File: config.mk
export PLATFORM = sky130hd
export DESIGN_NAME = hazard_unit
export DESIGN_NICKNAME = d
export VERILOG_FILES = /design/src/rtl/cpu_pkg.sv /design/src/rtl/hazard_match.sv /design/src/rtl/hazard_unit.sv
export SDC_FILE = /design/constraint.sdc
export NUM_CORES = 1
export LEC_CHECK = 0
export ABC_AREA = 1
export BUFFER_PORTS_ARGS = -buffer_cell sky130_fd_sc_hd__buf_2
export CAP_MARGIN = 20
export CORE_MARGIN = 2
export CORE_UTILIZATION = 46
export DETAILED_ROUTE_END_ITERATION = 8
export PLACE_DENSITY = 0.81
export SLEW_MARGIN = 20
export SYNTH_ARGS = -nofsm -noshare
export SYNTH_HDL_FRONTEND = slang
export SYNTH_SLANG_ARGS = --single-unit
File: constraint.sdc
create_clock -name clk -period 2.2 [get_ports clk]
set_input_delay 0.22 -clock clk [delete_from_list [all_inputs] [get_ports clk]]
set_output_delay 0.22 -clock clk [all_outputs]
set_load 0.03 [all_outputs]
File: src/rtl/cpu_pkg.sv
// ============================================================================
// Module      : cpu_pkg
// Description : Shared operand-select encodings and the scoreboard entry type
//               used by the hazard/forwarding controller.
// Revision    : 1.0 - initial release
// ============================================================================
`default_nettype none

package cpu_pkg;

    localparam int SB_RA_W = 4;

    localparam logic [1:0] FWD_REG = 2'b00;
    localparam logic [1:0] FWD_ALU = 2'b01;
    localparam logic [1:0] FWD_ALT = 2'b11;

    typedef struct packed {
        logic               v;
        logic [SB_RA_W-1:0] rd;
        logic               wr;
        logic               ld;
    } sb_entry_t;

endpackage

`default_nettype wire

File: src/rtl/hazard_match.sv
// ============================================================================
// Module      : hazard_match
// Description : Compares one source operand against one scoreboard slot.
// Revision    : 1.0 - initial release
// ============================================================================
`default_nettype none

module hazard_match
    import cpu_pkg::*;
(
    input  sb_entry_t          entry,
    input  logic [SB_RA_W-1:0] src,
    input  logic               uses,
    output logic               hit
);

    // A slot that neither writes nor loads can never satisfy a dependency.
    assign hit = uses & entry.v & (entry.wr | entry.ld) & (entry.rd == src);

endmodule

`default_nettype wire

File: src/rtl/hazard_unit.sv
// ============================================================================
// Module      : hazard_unit
// Description : Decode-side hazard detection, operand forwarding select and
//               regfile write-port-1 control with a saturating stall counter.
// Revision    : 1.0 - initial release
// ============================================================================
`default_nettype none

module hazard_unit
    import cpu_pkg::*;
#(
    parameter int RA_W   = SB_RA_W,
    parameter int PC_REG = 15,
    parameter int CNT_W  = 16
) (
    input  logic             clk,
    input  logic             rst,
    input  logic             dec_valid,
    input  logic [RA_W-1:0]  dec_rn,
    input  logic             dec_uses_rn,
    input  logic [RA_W-1:0]  dec_rm,
    input  logic             dec_uses_rm,
    input  logic [RA_W-1:0]  dec_rs,
    input  logic             dec_uses_rs,
    input  logic [RA_W-1:0]  dec_rd,
    input  logic             dec_wr_rd,
    input  logic             dec_is_load,
    input  logic             flush,
    output logic [1:0]       sel_A_in,
    output logic [1:0]       sel_B_in,
    output logic [1:0]       sel_shift_in,
    output logic             stall,
    output logic [RA_W-1:0]  w_addr1,
    output logic             w_en1,
    output logic             sel_w_data,
    output logic [CNT_W-1:0] stall_cnt
);

    localparam logic [RA_W-1:0] PC_ADDR = RA_W'(PC_REG);

    sb_entry_t        ex_q, ex_d;
    sb_entry_t        mem_q, mem_d;
    logic [CNT_W-1:0] stall_cnt_q, stall_cnt_d;

    logic [RA_W-1:0]  src [3];
    logic [2:0]       live;
    logic [2:0]       ex_hit;
    logic [2:0]       mem_hit;
    logic [2:0]       fwd;
    logic             load_use;
    logic             port_conflict;

    // The PC register reads as the PC itself, so it never creates a dependency.
    always_comb begin
        src[0] = dec_rn;
        src[1] = dec_rm;
        src[2] = dec_rs;
        live   = {dec_uses_rs & (dec_rs != PC_ADDR),
                  dec_uses_rm & (dec_rm != PC_ADDR),
                  dec_uses_rn & (dec_rn != PC_ADDR)};
    end

    for (genvar i = 0; i < 3; i++) begin : g_ops
        hazard_match u_ex_match (
            .entry (ex_q),
            .src   (src[i]),
            .uses  (live[i]),
            .hit   (ex_hit[i])
        );
        hazard_match u_mem_match (
            .entry (mem_q),
            .src   (src[i]),
            .uses  (live[i]),
            .hit   (mem_hit[i])
        );
    end

    always_comb begin
        fwd           = ex_hit & {3{ex_q.wr & ~ex_q.ld}};
        load_use      = (|(ex_hit & {3{ex_q.ld}})) | (|mem_hit);
        // A load in EX owns port 1 next cycle; an ALU writer behind it must wait.
        port_conflict = ex_q.v & ex_q.ld & dec_wr_rd & ~dec_is_load;
        stall         = dec_valid & ~flush & (load_use | port_conflict);
    end

    always_comb begin
        sel_A_in = FWD_REG;
        if (dec_uses_rn) begin
            if (dec_rn == PC_ADDR) begin
                sel_A_in = FWD_ALT;
            end else if (fwd[0]) begin
                sel_A_in = FWD_ALU;
            end
        end
        sel_B_in     = fwd[1] ? FWD_ALU : FWD_REG;
        sel_shift_in = !dec_uses_rs ? FWD_ALT : (fwd[2] ? FWD_ALU : FWD_REG);
    end

    always_comb begin
        w_en1      = 1'b0;
        w_addr1    = '0;
        sel_w_data = 1'b0;
        if (mem_q.v) begin
            w_en1      = 1'b1;
            w_addr1    = mem_q.rd;
            sel_w_data = 1'b1;
        end else if (ex_q.v & ex_q.wr & ~ex_q.ld) begin
            w_en1   = 1'b1;
            w_addr1 = ex_q.rd;
        end
    end

    always_comb begin
        ex_d = '0;
        if (dec_valid & ~stall & ~flush) begin
            ex_d.v  = 1'b1;
            ex_d.rd = dec_rd;
            ex_d.wr = dec_wr_rd;
            ex_d.ld = dec_is_load;
        end
        mem_d = '0;
        if (ex_q.v & ex_q.ld & ex_q.wr) begin
            mem_d = ex_q;
        end
        stall_cnt_d = stall_cnt_q;
        if (stall & ~(&stall_cnt_q)) begin
            stall_cnt_d = stall_cnt_q + 1'b1;
        end
    end

    always_ff @(posedge clk or posedge rst) begin
        if (rst) begin
            ex_q        <= '0;
            mem_q       <= '0;
            stall_cnt_q <= '0;
        end else begin
            ex_q        <= ex_d;
            mem_q       <= mem_d;
            stall_cnt_q <= stall_cnt_d;
        end
    end

    assign stall_cnt = stall_cnt_q;

endmodule

`default_nettype wire

* Yosys cells after proc, flatten, opt, wreduce, memory -nomap -nowiden
Index checks and enable logic that the tools add are counted.
Storage, ports and cells: logic and storage cells 80, memory bits (read-only) 0, RAM bits 0, input bits 25, register bits after elaboration 30, latch bits 0, output and inout port bits 29, memories 0
Cells by class: div/mod/pow operators 0, multiply operators 0, magnitude comparators 0, mux-type cells 13, shifts and indexed selects 0, add/sub/neg operators 1, bitwise gates (word level) 44, reductions and logical operators 3, equal/unequal tests 10
Operators by type and width (number):
- $and 1x1->1 | 33
- $eq 4x4->1 | 6
- $add 16x1->16 const B | 1
- $reduce_and 16->1 | 1
- $mux 7 | 2
- $ne 4x4->1 const B | 3
- $mux 4 | 2
- $and 3x3->3 | 2
- $mux 1 | 6
- $mux 2 | 3
- $reduce_or 3->1 | 2
- $not 1->1 | 5
- $eq 4x4->1 const B | 1
- $or 1x1->1 | 4

* Depth between registers and ports, before layout
Gate-level depths: netlist (run 1).
depth after elaboration 14, mapped depth 13, depth with buffers taken out 12

* Cells and area by module
A second synthesis (run 1) with hierarchy kept.
Second synthesis, totals: cell total of the unflattened synthesis 357, area total of the unflattened synthesis 2202.1 um^2
Modules (own cells, without submodules):
- hazard_unit | instances 1, sequential area each 750.7 um^2, area each 1699.1 um^2, cells each 237
- hazard_match | instances 6, sequential area each 0.0 um^2, area each 83.8 um^2, cells each 20

* Worst setup path before layout (run 1)
No wires, ideal clock.
kind register -> register, start point register stall_cnt_q[0], in the netlist stall_cnt[0], end point register stall_cnt_q[5], in the netlist stall_cnt[5], arrival 1.753 ns, path buffers 1, stages on the path, launching flop included 10, data required time 2.081 ns, setup time 0.119 ns, clock period less this slack 1.872 ns, setup slack 0.328 ns, cell sequence dfrtp_1 -> ha_1 -> nand2_1 -> nor2_2 -> nand3_1 -> nor3_1 -> nand3_1 -> buf_2 -> nand4_1 -> nand2_1
Between the ends: longest elaborated chain between the ends 3, elaborated cells on any way between the ends 4, those cells by class add/sub: 1; bitwise: 2; reduce/logical: 1
RTL lines:
- start, declared | line hazard_unit.sv:43 | logic [CNT_W-1:0] stall_cnt_q, stall_cnt_d;
- start signal, assigned | line hazard_unit.sv:139 | stall_cnt_q <= stall_cnt_d;
- branches (longest 3 deep; another with $add 16x1->16)
Parallel ways; which one is timed is not known. A chain may end at the register's enable or synchronous reset.

* Worst setup path after layout (run 1)
start point register ex_q[3] (netlist bit), end point output port stall
Between the ends: longest elaborated chain between the ends 7, elaborated cells on any way between the ends 11, those cells by class eq/ne: 3; bitwise: 7; reduce/logical: 1
RTL lines:
- start, declared | line hazard_unit.sv:41 | sb_entry_t ex_q, ex_d;
- start signal, assigned | line hazard_unit.sv:133 | ex_q <= '0;
- start signal, assigned | line hazard_unit.sv:137 | ex_q <= ex_d;
- $eq 4x4->1 | line hazard_match.sv:18 | assign hit = uses & entry.v & (entry.wr | entry.ld) & (entry.rd == src);
- $and 1x1->1 | line hazard_match.sv:18
- $and 3x3->3 (*) | line hazard_unit.sv:80 | load_use = (|(ex_hit & {3{ex_q.ld}})) | (|mem_hit);
- $reduce_or 3->1 (*) | line hazard_unit.sv:80
- $or 1x1->1 (*) | line hazard_unit.sv:80
- $or 1x1->1 (*) | line hazard_unit.sv:83 | stall = dec_valid & ~flush & (load_use | port_conflict);
- $and 1x1->1 (*) | line hazard_unit.sv:83
- end, declared | line hazard_unit.sv:32 | output logic stall,
Every way passes the cells marked *; elsewhere a longest branch is shown, timed or not.

==> results.md, run 1 <==
- Largest net degree at the start of global routing: 31
- Hold-fix buffers, CTS: 0
- # placed instances: between 400 and 500
- WS Path Type: register to primary output
- DP HPWL: around 4.1 mm
- DRC: 0
- Starting Density: 0.485
- Die Width: 72.5 microns
- P per Cell Area: 490 mW/mm^2
- Core Rows: 24
- Fmax: between 0.4 and 0.5 GHz
- Core Box Area: 0.00444 sq mm
- CTS H-tree depth: 2
- Syn Inst Count: roughly 340
- Outcome: finished, violations left
- Layout cell share with drive strength beyond 1: 0.211
- Number of synthesized flops with an enable pin: 0
- Setup crit end kind: primary output
- Antenna-violating nets left: 0
- Register area share after synthesis: 0.348
- Initial DRT Pass Iterations: 5
- Critical Path Source Type: register
- RSZ-0062 raised after global routing: false
- Post-Synthesis Net Count: between 300 and 400
- Crit path from: ex_q[3]
- Wire per inst: about 12 microns
- Peak supply drop: slightly above 0.3 mV
- Leakage Power: 1.50 nW
- Synth top area cells: dfrtp_1, nand2_1, inv_1, nor2_1, nand4_1
- Unique masters post-synth: 26
- Worst-Skew Late Latency: between 0.2 and 0.3 ns
- Final setup viols: 0
- Hold Path Class: primary input to asynchronous set/reset pin
- RR Endpoint: stall_cnt[0]
- Final hold violations: 9
- Worst Path Max Fanout: 5
- Worst r2r path cells: 9
- Ys async rst share: 1.00
- Skew final: between 0.015 and 0.02 ns
- Worst R2R Setup Slack: between 0.2 and 0.3 ns
- Drt total wl: 5.49 mm
- DRT iter0 DRCs: 159
- Routed vias/inst: 5.20
- Total congestion overflow: 0
- Num CTS Buffers: 5
- Count leader, synth: nand2_1
- Area Overhead vs Synth: 20.8%
- Vias in the first global route: 2127
- Synth top area share: 0.348
- Die H: 72.5 microns
- Fin Setup TNS: 0 ns
- Crit path arrival time: around 1.8 ns
- Final period utilization: 0.914
- Syn Std Cell Area: 0.00216 sq mm
- Avg Inst Size Synth: ~6.3 sq um
- Clock Tree Root: clkbuf_8
- # clock sinks: 30
- Place WS: about 0.21 ns
- Cell type with the largest total area after synthesis: dfrtp_1
- Top FF cell, synth: dfrtp_1
- IO Count: 54
- Layout Cells excl Fill: 454
- Tot GR Track Use: 0.227
- YS warnings: 0
- Failing checks: hold timing
- Diode count: 0
- Final nets: about 430
- Max clock buf depth: 2
- Initial antenna violation count: 0
- Hold WS: -0.00533 ns
- Synth top cells by count: nand2_1, inv_1, nor2_1
- Die ar.: 0.00525 sq mm
- Port bufs: between 50 and 60
- Clock Pin Slew Worst Setup and Hold Paths: about 0.08 ns
- Crit path capture: stall
- Final Critical Period: ~2.0 ns
- CTS tree: done
- Max Slew Vio Count: 0
- Gpl congestion: 0.935
- Synthesis-stage register bit count: 30
- First-pass GRT wire length: ~9.3 mm
- CP required: about 2.0 ns
- Reg-to-reg startpoint: stall_cnt[0]
- Max-cap check violation count: 0
- Via count: between 2000 and 2500
- Min setup slack post-route: approximately 0.19 ns
## layer usage
layer	global-route usage	up-vias	part of all wire
met3	0.0500	15	0.071
met4	0.0823	0	0.021
met5	0	-	0
met2	0.360	97	0.45
li1	-	1188	-
met1	0.306	1059	0.46
## final cells by class
| type | count | area (sq um) |
|---|---|---|
| clock inverter | 1 | 30.0 |
| tap | 52 | 65.1 |
| sequential | 30 | 756 |
| timing repair buffer | 60 | 320 |
| multi-input combinational | 249 | 1150 |
| inverter | 55 | 206 |
| fill | 445 | 1840 |
| clock buffer | 7 | 76.3 |
## layout by cell type, fill, tap and decap left out, types with 4 or more instances in the layout
master | Yosys | final
dfrtp_2 | 0 | 4
nand2_1 | 121 | 121
buf_2 | 1 | 52
o21ai_0 | 7 | 7
nor2_1 | 46 | 46
dfrtp_1 | 30 | 26
nand3_1 | 21 | 20
inv_2 | 8 | 8
inv_1 | 46 | 46
clkbuf_8 | 0 | 5
xor2_1 | 10 | 10
nor3_1 | 4 | 4
nand4_1 | 25 | 25
buf_4 | 1 | 8
## sequential cells by signal (all words and copies together), names as in the netlist
register / count
mem_q: 7
ex_q: 7
stall_cnt: 16
## critical path, cell delays in order, from the launching register on
cell	delay, ns
dfrtp_2	0.44
inv_2	0.09
nand2_1	0.05
nand2_1	0.07
nand2_1	0.06
nor2_1	0.09
nand2_1	0.10
nand3_1	0.11
nand2_2	0.08
nand3_4	0.10
nand2_1	0.07
inv_2	0.05
buf_2	0.18
## how the worst min path moves through the flow
stage | start | to | slack, ns
floorplan | rst | ex_q[0] | 0.31
global placement | rst | ex_q[3] | 0.31
detailed placement | rst | ex_q[3] | 0.32
CTS | rst | stall_cnt[4] | 0.009
global route | rst | stall_cnt[4] | 0.07
finish | rst | stall_cnt[6] | -0.005
## report_power, final
| part | switching [mW] | internal (mW) | total [mW] | leakage, nW |
|---|---|---|---|---|
| registers | 0.0104 | 0.559 | 0.570 | 0.409 |
| logic | 0.0976 | 0.0515 | 0.149 | 1.04 |
| clock network | 0.218 | 0.339 | 0.557 | 0.0524 |
## repair_timing
action,4_1_cts,5_1_grt
setup endpoints to repair,0,12
buffers inserted,0,3
resized for setup,0,5
## stage by stage
stage / power [mW] / cell area [sq um] / hold slack (ns) / util
after global routing: 1.32 / 2610 / 0.0685 / 0.586
after CTS: 1.28 / 2570 / 0.00866 / 0.579
final: 1.28 / 2610 / -0.00533 / 0.586
after global placement: 0.720 / 2470 / 0.309 / 0.555
after floorplan: 0.665 / 2160 / 0.311 / -
after detailed placement: 0.723 / 2470 / 0.318 / 0.555
## logic make-up (layout without fill, tap and decap cells)
kind of cell | count (synthesis) | count (layout) | share of synthesized area
flip-flops | 30 | 30 | 0.348
other | 1 | 1 | 0.00174
adder cells (fa/ha/maj) | 1 | 1 | 0.00580
AND/OR/NAND/NOR | 224 | 224 | 0.448
XOR/XNOR | 12 | 12 | 0.0487
buffers and inverters | 62 | 123 | 0.121
AO/OA/AOI/OAI | 11 | 11 | 0.0267
(Power assumes the default switching activity.)
==> run 2, diff against run 1 <==
- ABC_AREA: 1 -> unset
- PLACE_DENSITY: 0.81 -> 0.83
==> results.md, run 2 <==
- Fillcell total: between 200 and 300
- Final Critical Period: ~2.2 ns
- Routed vias/inst: around 5.4
- Reg power frac: 0.486
- Area of the multi-input gates: a little under 0.001 sq mm
- Max clock buf depth: 2
- Synth top area share: 0.440
- Core Box Area: 0.00361 sq mm
- Register area: 756 sq um
- WS Path Type: register to register
- Critical-path cell list: xnor2_1 > nand4_1 > nor3_2 > o41ai_4 > and2_4 > buf_4 > nor4_4 > mux2_4
- Ys async rst share: 1.00
- # placed instances: 281
- Count leader, synth: dfrtp_1
- Die Width: 64.9 microns
- Largest family of logic cells by synthesized area: simple AND/OR/NAND/NOR gates
- Final Power: approximately 1.2 mW
- Die H: approximately 65 microns
- Core Rows: 22
- Commonest non-fill, non-tap cell in the layout: buf_2
- RR Endpoint: stall_cnt[12]
- Hold Path Class: primary input to asynchronous set/reset pin
- Avg Inst Size Synth: slightly below 10 sq um
- Synthesis-stage register bit count: 30
- Clock Tree Root: clkbuf_8
- Worst r2r path cells: 8
- Critical Path Source Type: register
- Post-Synth Simple-Gate Area: 0.264
- CP required: approximately 2.4 ns
- Clock Pin Slew Worst Setup and Hold Paths: approximately 0.070 ns
- Unique masters post-synth: 31
- Port bufs: 52
- Crit path from: ex_q[2]
- DRC: 0
- Reg-to-reg startpoint: ex_q[2]
- Buf+Inv Stages, Crit Path: 1
- Hold WS: -0.00985 ns
- Starting Density: 0.473
- Adder-cell share of the synthesized area: 0.00734
- Tot GR Track Use: 0.210
- Synth Area in XOR/XNOR: 0.195
- CP max stage cell: dfrtp_2
- IO Count: 54
- Worst path top cell family by delay: simple AND/OR/NAND/NOR gates
- Fin Setup TNS: -0.0489 ns
- Initial antenna violation count: 0
- Cell type with the largest total area after synthesis: dfrtp_1
- Top FF cell, synth: dfrtp_1
- Crit path arrival time: around 2.4 ns
- Total congestion overflow: 0
- Crit path depth: 8
- Gpl congestion: ~0.9
- Min setup slack post-route: -0.0392 ns
- Syn Std Cell Area: roughly 0.0017 sq mm
- Wire per inst: around 14 microns
- Final hold violations: 12
- Leakage Power: between 1 and 1.5 nW
- P per Cell Area: ~510 mW/mm^2
- Peak supply drop: 0.536 mV
- Final setup viols: 2
- YS warnings: 0
- Syn Inst Count: about 180
- Synth top cells by count: dfrtp_1, xnor2_1, nand2_1
- Worst-Skew Late Latency: 0.29 ns
- Max-cap check violation count: 0
- Post-Synthesis Net Count: 202
- DRT iter0 DRCs: 89
- First-pass GRT wire length: 6.70 mm
- Antenna-violating nets left: 0
- Power share of the clock group: 0.394
- Area Overhead vs Synth: 34.4%
- Compound-Gate Fraction of Synth Area: 0.0477
- Num CTS Buffers: 5
- Vias in the first global route: between 1500 and 2000
- Max Slew Vio Count: 0
- Failing checks: hold timing, setup timing
- Diode count: 0
- Final period utilization: 1.02
- Crit path capture: stall_cnt[12]
- Die ar.: approximately 0.0042 sq mm
- RSZ-0062 raised after global routing: true
- Worst-Margin Slew: 0.525 ns
- DP HPWL: slightly above 3 mm
- Layout Cells excl Fill: just under 300
- Skew final: 0.0103 ns
- Layout cell share with drive strength beyond 1: 0.392
- Register area share after synthesis: 0.440
- Number of synthesized flops with an enable pin: 0
- CTS tree: done
- Psw: approximately 300 uW
- Drt total wl: 4.23 mm
- Final nets: 270
- Outcome: finished, violations left
- Largest net degree at the start of global routing: 31
- Via count: ~1600
- CTS H-tree depth: 2
- Sw frac: 0.257
- Mux share of post-synthesis cell area: 0.0154
- Worst Path Max Fanout: 3
- Most frequent cells in the layout: buf_2, dfrtp_1, xnor2_1
- Initial DRT Pass Iterations: 4
- # clock sinks: 30
- Fmax: between 0.4 and 0.5 GHz
- Crit path largest cell delay: about 0.43 ns
- Setup crit end kind: register
- Max reg flops: 16
- Pint: a little under 900 uW
- Logic pwr share: 0.120
- Synth top area cells: dfrtp_1, xnor2_1, xor2_1, nand4_1, nand2_1
- Slew headroom: 0.645
- Hold-fix buffers, CTS: 0
- Worst R2R Setup Slack: -0.04 ns
[run 2: cell types whose count changed in the layout (fill, tap and decap cells not counted), sizes merged, moves of 4 or more]
| cell | previous run | this run |
|---|---|---|
| nand4 | 25 | 14 |
| nand3 | 23 | 6 |
| nand2 | 123 | 21 |
| inv | 54 | 5 |
| and2 | 0 | 11 |
| and3 | 1 | 5 |
| nor4 | 0 | 5 |
| xnor2 | 2 | 25 |
| buf | 60 | 66 |
| nor2 | 48 | 6 |
[run 2: cells by family after synthesis]
group                    count (synthesis)
flip-flops                              30
adder cells (fa/ha/maj)                  1
XOR/XNOR                                38
AND/OR/NAND/NOR                         82
buffers and inverters                   10
AO/OA/AOI/OAI                           12
other                                    1
multiplexers                             2
[run 2: repair_timing]
item,CTS,global route
pin swaps,0,6
buffers inserted,0,4
hold endpoints to repair,0,0
endpoints found under the setup margin,11,9
resized for setup,5,17
[run 2: area by class of cell]
cell class / count / area share
clock buffer: 6 / 0.0360
clock inverter: 2 / 0.00546
inverter: 5 / 0.00819
multi-input combinational: 136 / 0.432
sequential: 30 / 0.330
tap: 48 / 0.0262
timing repair buffer: 66 / 0.162
[run 2: worst reg2reg max path, cell delays in order, from the launching register on]
cell	delay (ns)
dfrtp_2	0.43
xnor2_1	0.26
nand4_1	0.20
nor3_2	0.26
o41ai_4	0.14
and2_4	0.17
buf_4	0.15
nor4_4	0.22
mux2_4	0.32
[run 2: through the flow]
stage	cell area (sq um)	hold slack, ns	setup WS [ns]	utilization
floorplan	1710	0.311	0.0296	-
global placement	2070	0.308	-0.0312	0.575
detailed placement	2070	0.309	-0.0653	0.575
CTS	2180	0.00748	-0.0581	0.604
global route	2290	0.0540	-0.144	0.636
finish	2290	-0.00985	-0.0392	0.636
[run 2: power groups by stage]
| stage | clock network [mW] | logic [mW] | registers (mW) |
|---|---|---|---|
| 2_1_floorplan | 0 | 0.0628 | 0.583 |
| 3_3_place_gp | 0 | 0.124 | 0.577 |
| 3_5_place_dp | 0 | 0.126 | 0.578 |
| 4_1_cts | 0.467 | 0.128 | 0.568 |
| 5_1_grt | 0.494 | 0.153 | 0.569 |
| 6_report | 0.461 | 0.141 | 0.569 |
[run 2: worst min-delay path by stage]
stage               startpoint      endpoint  slack (ns)
global placement           rst       ex_q[5]        0.31
finish                     rst      mem_q[5]       -0.01
CTS                        rst      mem_q[5]       0.007
detailed placement         rst       ex_q[5]        0.31
floorplan                  rst       ex_q[0]        0.31
global route               rst  stall_cnt[2]        0.05
[run 2: per-layer routing]
metal  global-route usage  wire (microns)  up-vias
li1                     -               -      742
met4                0.114             117        0
met1                0.272            1850      762
met2                0.335            2040       68
met5                    0               0        -
met3               0.0347             230       14
==> run 3, diff against run 2 <==
- CORE_UTILIZATION: 46 -> 30
- PLACE_DENSITY: 0.83 -> 0.61
- SYNTH_HIERARCHICAL: unset -> 1
==> results.md, run 3 <==
- Commonest non-fill, non-tap cell in the layout: buf_2
- Ys async rst share: 1.00
- Setup crit end kind: primary output
- Diode count: 0
- Core Box Area: between 0.005 and 0.006 sq mm
- Syn Std Cell Area: roughly 0.0018 sq mm
- Min setup slack post-route: -0.0398 ns
- P per Cell Area: 466 mW/mm^2
- Crit path from: ex_q[2]
- Skew final: a little under 0.005 ns
- RSZ-0062 raised after global routing: true
- Synthesis-stage register bit count: 30
- Clock Pin Slew Worst Setup and Hold Paths: ~0.060 ns
- DP HPWL: 3.31 mm
- Synth top area share: 0.417
- Tot GR Track Use: 0.149
- Sw frac: 0.247
- CTS H-tree depth: 2
- Final setup viols: 3
- Worst Path Max Fanout: 5
- Most frequent cells in the layout: buf_2, dfrtp_1, buf_4
- Critical Path Source Type: register
- CP required: 1.98 ns
- Clock Tree Root: clkbuf_8
- Cell type with the largest total area after synthesis: dfrtp_1
- CP most frequent cell: buf_6
- Top FF cell, synth: dfrtp_1
- Final nets: about 280
- DRC: 0
- Routed vias/inst: between 4 and 5
- Reg power frac: 0.501
- First-pass GRT wire length: ~7.5 mm
- Crit path arrival time: about 2 ns
- Worst path top cell family by delay: flip-flops
- Fin Setup TNS: -0.0780 ns
- Synth top cells by count: dfrtp_1, xnor2_1, xor2_1
- Worst-Skew Late Latency: 0.28 ns
- Max Slew Vio Count: 0
- Final hold violations: 0
- Crit path largest cell delay: ~0.46 ns
- Reg-to-reg startpoint: ex_q[2]
- Peak supply drop: between 0.15 and 0.2 mV
- Port bufs: 52
- Final period utilization: 1.02
- Antenna-violating nets left: 0
- Drt total wl: about 4.6 mm
- Number of synthesized flops with an enable pin: 0
- Area Overhead vs Synth: 36.9%
- Fillcell total: approximately 580
- Leakage Power: around 1.2 nW
- Num CTS Buffers: 5
- Total congestion overflow: 0
- YS warnings: 6
- Via count: between 1500 and 2000
- Max reg flops: 16
- Critical-path cell list: xnor2_2 > o2111ai_2 > nor4_4 > o31ai_4 > a31oi_1 > buf_4 > buf_6 > buf_6
- Initial DRT Pass Iterations: 4
- Buf+Inv Stages, Crit Path: 3
- Gpl congestion: 0.860
- Wire per inst: 14.0 microns
- Outcome: finished, violations left
- WS Path Type: register to primary output
- Fmax: 0.446 GHz
- Register area share after synthesis: 0.417
- Post-Synthesis Net Count: between 150 and 200
- Initial antenna violation count: 0
- Hold Path Class: primary input to asynchronous set/reset pin
- Pint: ~870 uW
- Avg Inst Size Synth: around 10 sq um
- Starting Density: 0.308
- Logic pwr share: 0.112
- # clock sinks: 30
- Core Rows: 28
- Fin util: 0.422
- Vias in the first global route: about 1600
- Die ar.: about 0.0066 sq mm
- Unique masters post-synth: 39
- Max clock buf depth: 2
- CTS tree: done
- Psw: 284 uW
- Die Width: between 80 and 90 microns
- Die H: between 80 and 90 microns
- IO Count: 54
- Synth top area cells: dfrtp_1, xnor2_1, xor2_1, and2_1, o2111ai_1
- DRT iter0 DRCs: slightly above 80
- Failing checks: setup timing
- Max-cap check violation count: 0
- Count leader, synth: dfrtp_1
- Syn Inst Count: about 170
- Final Critical Period: about 2.2 ns
- Largest net degree at the start of global routing: 31
- CP max stage cell: dfrtp_2
- Power share of the clock group: 0.387
- Layout cell share with drive strength beyond 1: 0.418
==> run 3: cell types whose count changed after synthesis, sizes merged, moves of 3 or more <==
cell     change
nand4        -9
and2         +3
nand2       -16
o21ai        -5
xor2         +6
xnor2        -6
nor3         -6
o211ai       +5
mux2i        +4
nor2         +5
o2111ai      +9
==> run 3: timing repair <==
item,4_1_cts,5_1_grt
pin swaps,9,0
buffers inserted,7,1
cloned,0,0
hold buffers,0,0
setup endpoints to repair,7,16
resized for setup,16,2
==> run 3: power by group through the flow <==
stage | logic (mW) | clock network, mW | registers, mW
after floorplan | 0.0616 | 0 | 0.583
after global placement | 0.119 | 0 | 0.584
after detailed placement | 0.121 | 0 | 0.584
after CTS | 0.130 | 0.462 | 0.576
after global routing | 0.142 | 0.496 | 0.577
final | 0.129 | 0.445 | 0.576
==> run 3: worst min-delay path, stage by stage <==
cell	delay (ns)
buf_2	0.10
inv_1	0.04
buf_4	0.34
==> run 3: final timing paths <==
kind | slack (ns) | cells after the start | endpoint
max | -0.04 | 8 | stall
max reg2reg | -0.02 | 9 | stall_cnt[12]
min | 0.004 | 3 | stall_cnt[3]
min reg2reg | 0.49 | 1 | stall_cnt[10]
max in group asynchronous | 1.89 | 3 | ex_q[2]
min in group clk | 0.15 | 2 | ex_q[4]
==> run 3: cells by family after synthesis <==
kind of cell | Yosys count | synth area share
AO/OA/AOI/OAI | 23 | 0.0979
XOR/XNOR | 38 | 0.185
adder cells (fa/ha/maj) | 1 | 0.00694
buffers and inverters | 12 | 0.0313
flip-flops | 30 | 0.417
multiplexers | 6 | 0.0347
other | 1 | 0.00208
AND/OR/NAND/NOR | 62 | 0.226
==> run 3: area by class of cell <==
class	count	area, sq um	area share
multi-input combinational	131	1060	0.428
sequential	30	757	0.307
clock buffer	7	86.3	0.0350
inverter	7	26.3	0.0106
tap	75	93.8	0.0380
clock inverter	1	5.00	0.00203
timing repair buffer	75	443	0.180
==> run 3: through the flow <==
step / setup slack [ns] / hold WS (ns) / area (sq um) / power, mW / cells
5_1_grt: -0.127 / 0.0358 / 2470 / 1.22 / 326
2_1_floorplan: 0.0363 / 0.311 / 1810 / 0.645 / 173
4_1_cts: 0.00841 / 0.0168 / 2450 / 1.17 / 325
6_report: -0.0398 / 0.00406 / 2470 / 1.15 / 326
3_3_place_gp: -0.113 / 0.321 / 2250 / 0.703 / 311
3_5_place_dp: -0.105 / 0.317 / 2250 / 0.705 / 311
==> run 3: layer usage <==
layer / GRT usage / vias to the layer above / part of all wire
li1: - / 777 / -
met1: 0.200 / 739 / 0.46
met2: 0.235 / 35 / 0.49
met3: 0.0363 / 6 / 0.032
met4: 0.0525 / 0 / 0.016
met5: 0 / - / 0
